### config.mk
export PLATFORM = sky130hd
export DESIGN_NAME = sha256_multiblock_engine
export DESIGN_NICKNAME = d
export VERILOG_FILES = /design/src/rtl/sha256_multiblock_engine.sv
export SDC_FILE = /design/constraint.sdc
export NUM_CORES = 2
export LEC_CHECK = 0
export BUFFER_PORTS_ARGS = -buffer_cell sky130_fd_sc_hd__buf_2
export CAP_MARGIN = 15
export CORE_MARGIN = 4
export CORE_UTILIZATION = 40
export CTS_CLUSTER_SIZE = 14
export DETAILED_ROUTE_END_ITERATION = 7
export SLEW_MARGIN = 20
export SYNTH_ARGS = -nofsm -noshare
export SYNTH_HDL_FRONTEND = slang
export SYNTH_SLANG_ARGS = --single-unit
### constraint.sdc
create_clock -name clk -period 10.7 [get_ports clk]
set_input_delay 2.14 -clock clk [delete_from_list [all_inputs] [get_ports clk]]
set_output_delay 2.14 -clock clk [all_outputs]
set_load 0.02 [all_outputs]
### src/rtl/sha256_multiblock_engine.sv
// Iterative SHA-256 compression engine, one round per clock, with chaining
// between pre-padded 512-bit blocks and a one-cycle digest-valid pulse.
module sha256_multiblock_engine #(
    parameter int                   WRD_SIZE  = 32,
    parameter int                   MSG_SIZ   = 512,
    parameter int                   HASH_SIZE = 256,
    parameter int                   ROUNDS    = 64,
    parameter int                   CNT_SIZE  = 6,
    parameter logic [HASH_SIZE-1:0] IV        = 256'h6a09e667_bb67ae85_3c6ef372_a54ff53a_510e527f_9b05688c_1f83d9ab_5be0cd19
) (
    input  logic                 clk,
    input  logic                 reset_n,
    input  logic                 i_blk_valid,
    output logic                 o_blk_ready,
    input  logic [MSG_SIZ-1:0]   i_msg,
    input  logic                 i_first,
    input  logic                 i_last,
    output logic                 o_busy,
    output logic [CNT_SIZE-1:0]  o_round,
    output logic [HASH_SIZE-1:0] o_digest,
    output logic                 o_digest_valid
);

    typedef enum logic [1:0] {S_IDLE, S_ROUND, S_UPDATE} state_t;

    localparam logic [CNT_SIZE-1:0] LAST_RND = CNT_SIZE'(ROUNDS - 1);

    localparam logic [0:63][31:0] K = {
        32'h428a2f98, 32'h71374491, 32'hb5c0fbcf, 32'he9b5dba5, 32'h3956c25b, 32'h59f111f1, 32'h923f82a4, 32'hab1c5ed5,
        32'hd807aa98, 32'h12835b01, 32'h243185be, 32'h550c7dc3, 32'h72be5d74, 32'h80deb1fe, 32'h9bdc06a7, 32'hc19bf174,
        32'he49b69c1, 32'hefbe4786, 32'h0fc19dc6, 32'h240ca1cc, 32'h2de92c6f, 32'h4a7484aa, 32'h5cb0a9dc, 32'h76f988da,
        32'h983e5152, 32'ha831c66d, 32'hb00327c8, 32'hbf597fc7, 32'hc6e00bf3, 32'hd5a79147, 32'h06ca6351, 32'h14292967,
        32'h27b70a85, 32'h2e1b2138, 32'h4d2c6dfc, 32'h53380d13, 32'h650a7354, 32'h766a0abb, 32'h81c2c92e, 32'h92722c85,
        32'ha2bfe8a1, 32'ha81a664b, 32'hc24b8b70, 32'hc76c51a3, 32'hd192e819, 32'hd6990624, 32'hf40e3585, 32'h106aa070,
        32'h19a4c116, 32'h1e376c08, 32'h2748774c, 32'h34b0bcb5, 32'h391c0cb3, 32'h4ed8aa4a, 32'h5b9cca4f, 32'h682e6ff3,
        32'h748f82ee, 32'h78a5636f, 32'h84c87814, 32'h8cc70208, 32'h90befffa, 32'ha4506ceb, 32'hbef9a3f7, 32'hc67178f2
    };

    function automatic logic [31:0] f_rotr(input logic [31:0] x, input int n);
        return (x >> n) | (x << (32 - n));
    endfunction

    state_t                        r_state, w_state_nxt;
    logic [0:7][WRD_SIZE-1:0]      r_h;        // chaining value H0..H7
    logic [0:7][WRD_SIZE-1:0]      r_v;        // working variables a..h
    logic [0:15][WRD_SIZE-1:0]     r_w;        // schedule window, W[0] is the current round word
    logic [CNT_SIZE-1:0]           r_cnt;
    logic                          r_last;
    logic [HASH_SIZE-1:0]          r_digest;
    logic                          r_dvalid;

    logic [5:0]                    w_kidx;
    logic [WRD_SIZE-1:0]           w_t1, w_t2, w_wnew;
    logic [0:7][WRD_SIZE-1:0]      w_hsum;
    logic [HASH_SIZE-1:0]          w_chain;

    always_comb begin
        w_kidx = 6'(r_cnt);
        w_t1   = r_v[7]
               + (f_rotr(r_v[4], 6) ^ f_rotr(r_v[4], 11) ^ f_rotr(r_v[4], 25))
               + ((r_v[4] & r_v[5]) ^ (~r_v[4] & r_v[6]))
               + K[w_kidx] + r_w[0];
        w_t2   = (f_rotr(r_v[0], 2) ^ f_rotr(r_v[0], 13) ^ f_rotr(r_v[0], 22))
               + ((r_v[0] & r_v[1]) ^ (r_v[0] & r_v[2]) ^ (r_v[1] & r_v[2]));
        w_wnew = (f_rotr(r_w[14], 17) ^ f_rotr(r_w[14], 19) ^ (r_w[14] >> 10))
               + r_w[9]
               + (f_rotr(r_w[1], 7) ^ f_rotr(r_w[1], 18) ^ (r_w[1] >> 3))
               + r_w[0];
        w_hsum = '0;
        for (int i = 0; i < 8; i++) begin
            w_hsum[i] = r_h[i] + r_v[i];
        end
        // A first block restarts from IV and drops any unfinished chain.
        w_chain = i_first ? IV : r_h;
    end

    always_ff @(posedge clk or negedge reset_n) begin
        if (!reset_n) begin
            r_state <= S_IDLE;
        end else begin
            r_state <= w_state_nxt;
        end
    end

    always_comb begin
        w_state_nxt = r_state;
        o_blk_ready = 1'b0;
        o_busy      = 1'b0;
        o_round     = '0;
        case (r_state)
            S_IDLE: begin
                o_blk_ready = 1'b1;
                if (i_blk_valid) w_state_nxt = S_ROUND;
            end
            S_ROUND: begin
                o_busy  = 1'b1;
                o_round = r_cnt;
                if (r_cnt == LAST_RND) w_state_nxt = S_UPDATE;
            end
            S_UPDATE: begin
                o_busy      = 1'b1;
                w_state_nxt = S_IDLE;
            end
            default: w_state_nxt = S_IDLE;
        endcase
    end

    always_ff @(posedge clk or negedge reset_n) begin
        if (!reset_n) begin
            r_h      <= IV;
            r_v      <= '0;
            r_w      <= '0;
            r_cnt    <= '0;
            r_last   <= 1'b0;
            r_digest <= '0;
            r_dvalid <= 1'b0;
        end else begin
            r_dvalid <= 1'b0;
            case (r_state)
                S_IDLE: begin
                    if (i_blk_valid) begin
                        r_v    <= w_chain;
                        r_h    <= w_chain;
                        r_w    <= i_msg;
                        r_last <= i_last;
                        r_cnt  <= '0;
                    end
                end
                S_ROUND: begin
                    r_v   <= {w_t1 + w_t2, r_v[0], r_v[1], r_v[2], r_v[3] + w_t1, r_v[4], r_v[5], r_v[6]};
                    r_w   <= {r_w[1:15], w_wnew};
                    r_cnt <= (r_cnt == LAST_RND) ? '0 : r_cnt + 1'b1;
                end
                S_UPDATE: begin
                    r_h <= w_hsum;
                    if (r_last) begin
                        r_digest <= w_hsum;
                        r_dvalid <= 1'b1;
                    end
                end
                default: ;
            endcase
        end
    end

    assign o_digest       = r_digest;
    assign o_digest_valid = r_dvalid;

endmodule

Yosys cells after proc, flatten, opt, wreduce, memory -nomap -nowiden

Memory sizes are Yosys's and may differ from the RTL's.
Cells that the tools add are included.
W data, S select, Z words.

Logic and storage cells: 119
Bits of input ports: 517
Output and inout port bits: 265
Memories: 1
Bits in read-only memories: 2048
Register bits: 1290

Reductions and logical operators: 9
Order comparisons: 1
Mux-type cells: 19
Eq/ne operators: 5
$add $sub $neg: 19
Bitwise logic cells: 28

Memory list:

| memory           | words | bits a word | read ports | clocked after memory_dff | wr ports | RTL line | source |
|---|---|---|---|---|---|---|---|
| (name not given) | 64    | 32          | 1          | 0                        | 0        | 62       | `+ K[w_kidx] + r_w[0];` |

Operators by type and width:

| kind              | number |
|---|---|
| $pmux W256 S2     | 2 |
| $pmux W512 S2     | 1 |
| $add A32 B32 Y32  | 18 |
| $mux W256         | 2 |
| $mux W512         | 1 |
| $xor A32 B32 Y32  | 9 |
| $and A32 B32 Y32  | 5 |
| $mux W32          | 2 |
| $not A32 Y32      | 1 |
| $or A10 B32 Y32   | 1 |
| $or A13 B32 Y32   | 1 |
| $or A14 B32 Y32   | 1 |
| $or A15 B32 Y32   | 1 |
| $or A19 B32 Y32   | 1 |
| $or A21 B32 Y32   | 1 |
| $or A25 B32 Y32   | 1 |
| $or A26 B32 Y32   | 1 |
| $or A30 B32 Y32   | 1 |
| $or A7 B32 Y32    | 1 |
| $xor A32 B22 Y32  | 1 |
| $xor A32 B29 Y32  | 1 |
| $mux W6           | 3 |
| $pmux W6 S2       | 1 |
| $reduce_and A2 Y1 | 5 |
| 13 further kinds  | 19 |

Logic depth before layout (Yosys ltp)

Depth after elaboration: 9
Mapped depth: 38
Gate-level depth less buffers: 36

Worst setup path before layout

Ideal clock, no wire load.

Path type: reg2reg
Start point: reg r_cnt[2]
End point: reg r_v[255] in the netlist's numbering
Period minus slack after synthesis: 7918 ps
Stages on the path, launching flop included: 35
Arrival: 7832 ps
Slack: 2782 ps
Buffers on the path: 3
Required time: 10613 ps
Cells stage by stage: dfrtp_1 > clkbuf_1 > inv_1 > clkbuf_1 > buf_1 > ha_1 > or3_1 > o31ai_1 > mux4_2 > fa_1 > inv_1 > ha_1 > or2_2 > o21ai_1 > a211oi_1 > or2_1 > o21a_1 > a41oi_2 > nor2b_1 > a221o_1 > xor2_1 > inv_1 > fa_1 > inv_1 > ha_1 > a21o_1 > a21oi_1 > o211a_1 > a21bo_2 > a21oi_1 > o21ai_1 > a221o_1 > a21oi_1 > xnor3_1 > o221ai_2

Cells in the longest elaborated chain, start to end: 8

Ends and longest elaborated chain:

| what                                         | RTL line | source |
|---|---|---|
| from (decl)                                  | 47       | `logic [CNT_SIZE-1:0] r_cnt;` |
| from (signal assigned)                       | 132      | `r_cnt <= (r_cnt == LAST_RND) ? '0 : r_cnt + 1'b1;` |
| $not A6 Y7 (not written as such)             | 62       |  |
| $mem_v2 Z64 W32                              | n/a      |  |
| $mux W32 (not written as such) (2 in series) | 62       |  |
| $add A32 B32 Y32 (2 in series)               | 62       |  |
| $add A32 B32 Y32                             | 130      | `r_v <= {w_t1 + w_t2, r_v[0], r_v[1], r_v[2], r_v[3] + w_t1, r_v[4], r_v[5], r_v[6]};` |
| $pmux W256 S2                                | 119      | `case (r_state)` |
| to (signal assigned)                         | 122      | `r_v <= w_chain;` |
| to (signal assigned)                         | 130      |  |
| to (decl)                                    | 45       | `logic [0:7][WRD_SIZE-1:0] r_v;` |

No other way between the ends. The select of a mux whose other input is x is not followed.
A chain may end at the register's enable or synchronous reset.

Final worst setup path

Start point: reg r_cnt[1]
End point: reg r_v[255] in the netlist's numbering

The elaborated chain is that of the path after synthesis.

==> impl_results.md <==
* Final wirelength at 337000 um
* Height of the die at 462 um
* Total GRT Usage at 30.8%
* Initial DRC count at 6366
* Hold WS at 0.467 ns
* Hold path start: o_digest[40]
* Clock sinks at 1290
* Most common cell after layout, fill and taps aside: nand2_1
* Number of I/O port buffers at 781
* I/O pin cnt at 782
* GRT overflow at 0
* Fin crit share at 85.8%
* Worst skew pair latency at 0.85 ns
* Slowest CP cell: dfrtp_1
* Initial antenna violation count at 104
* Ranking of synthesized cells by area: dfrtp_1 35%, mux2i_1 6.2%, ha_1 6.0%, nand2_1 5.5%, o21ai_0 5.3%
* Worst r2r dst: r_v[255]
* Resized cells post-CTS at 0
* Area Growth Syn to Fin at 14.2%
* Std cell rows at 166
* Synth Instances at 8922
* Max Fclk at 109 MHz
* Outcome: completed
* HPWL Detailed at 258000 um
* Largest net degree at the start of global routing at 298
* Max-Cap Viols at 0
* CTS tree: done
* Vias in the first global route at 68700
* Ratio of cells with drive above 1 in the final layout at 15.1%
* Total of warnings raised by yosys at 0
* Hold Path Stages at 2
* Nets at 10500
* Worst r2r path cells at 36
* Count of final setup violators at 0
* Vias per inst at 5.76
* Cell taking the most area after synthesis: dfrtp_1
* CTS Hold Buffers Added at 0
* Clk buf depth at 3
* Setup slack, reg-to-reg at 1.52 ns
* Worst slew margin at 21.0%
* WP data required at 11.43 ns
* Syn_nets at 10000
* DIE AREA at 0.213 mm2
* Routability congestion estimate at 0.978
* WL met2 at 156000 um
* Async set-reset flop share out of synthesis at 100%
* CP Class: flop to flop
* Reg clk slew, reported paths at 0.06 ns
* Postcts setup bufs at 0
* Worst-Margin Slew at 1.17 ns
* H-Tree Depth at 4
* Vias post-DR at 70500
* DR WL/cell at 27.6 um
* Distinct cells, synth at 93
* Crit end category: flop
* Mean Syn Cell Area at 9.23 um2
* Met3 routed WL at 26600 um
* Num CTS Buffers at 151
* Final instance area at 0.0941 mm2
* Remaining DRCs at 0
* Final Core Density at 46.0%
* Root Buffer: clkbuf_16
* Area share of the largest cell type after synthesis at 35.1%
* Setup TNS at 0 ns
* Synth Cell Area at 0.0824 mm2
* Tightest Hold Check Type: flop to flop
* Reg2reg start: r_cnt[1]
* First-pass GRT wire length at 482000 um
* Number of synthesized flops with an enable pin at 0
* Register area share after synthesis at 39.4%
* CP max stage delay at 0.62 ns
* Hold Path End: o_digest[40]
* TritonRoute pass-1 iters at 6
* Placed cell areas at 0.0885 mm2
* Top Metal Used: met5
* FF+latch count, synth at 1290
* DRT antenna net count at 0
* Most frequent cells in the layout: 1207 x nand2_1, 1150 x dfrtp_1, 874 x o21ai_0
* CP dominant cell by count: inv_1
* Worst Path Arrival at 9.92 ns
* Startpoint Class: flop
* DRT met1 WL at 136000 um
* Core Area at 0.205 mm2
* RSZ-0062 raised after global routing: no
* Tmin final at 9.18 ns
* Fin Clk Skew at 0.0498 ns
* Initial core utilization at 40.2%
* Die width at 462 um
* Fin. max-slew vios at 0
* Worst Path Max Fanout at 13
* Top FF cell, synth: dfrtp_1
* Fin. Hold Viols at 0
cells in the mapped netlist, drive strengths merged (54+ instances only):
cell type and count:
a21o 222, ha 398, nor2b 55, o22a 118, nand3 58, dfstp 136, a21oi 496, a221oi 120
nor3 78, o21ai 890, o21a 54, o22ai 128, inv 497, a22o 93, clkbuf 543, fa 197
nand2 1210, mux2 103, xor2 195, dfrtp 1154, mux2i 513, and3 54, xnor2 382, nor2 574
cell families (layout without fill, tap and decap cells):
family / Yosys count / after routing / share of synthesized area, %
adders and majority gates: 598 / 598 / 10.9
buffers and inverters: 1088 / 1669 / 4.96
DFF: 1290 / 1290 / 39.4
xor gates and xnor gates: 579 / 579 / 6.19
and+or+nand+nor: 2211 / 2211 / 11.2
AOI/OAI and AO/OA: 2536 / 2536 / 19.6
muxes: 620 / 620 / 7.75
other: 0 / 48 / 0
critical path: cells and delay by family, from the launching register on:
family	cells	cell delay, ns
AOI/OAI and AO/OA	16	3.68
adders and majority gates	6	2.34
buffers and inverters	7	1.03
and+or+nand+nor	5	0.92
DFF	1	0.62
xor gates and xnor gates	2	0.50
through the flow:
stage / cells / setup WS, ns
global placement: 11900 / 1.61
finish: 12200 / 1.52
global route: 12200 / 0.837
floorplan: 8922 / 2.78
CTS: 12200 / 1.50
detailed placement: 11900 / 1.61
layout make-up:
type,instances,area [um2]
clock inverters,76,1150
inverters,501,1890
well taps,2688,3360
flip-flops and latches,1290,32500
diodes,48,120
clock buffers,205,4250
fillers,19800,111000
repair buffers,887,4950
multi-input cells,6544,45900
per-layer routing:
metal / GRT usage (%) / up-vias
met5: 0 / -
met4: 14.8 / 98
met3: 7.03 / 712
met2: 49.6 / 2913
met1: 39.1 / 34600
li1: - / 32100
flip-flops by register name (all words and copies together), names as in the netlist:
name	cells
r_w	512
o_digest	256
r_h	256
r_v	256
r_cnt	6
r_state	2
o_digest_valid	1
r_last	1
worst max path at each step:
stage	from	end	slack (ns)
2_1_floorplan	r_cnt[2]	r_v[255]	2.78
6_report	r_cnt[1]	r_v[255]	1.52
5_1_grt	r_cnt[1]	r_v[255]	0.84
3_5_place_dp	r_cnt[1]	r_v[255]	1.61
3_3_place_gp	r_cnt[1]	r_v[255]	1.61
4_1_cts	r_cnt[1]	r_v[255]	1.50
Power is not shown: default switching activity piles up to over one toggle a cycle in this logic, so the estimate is an artifact.
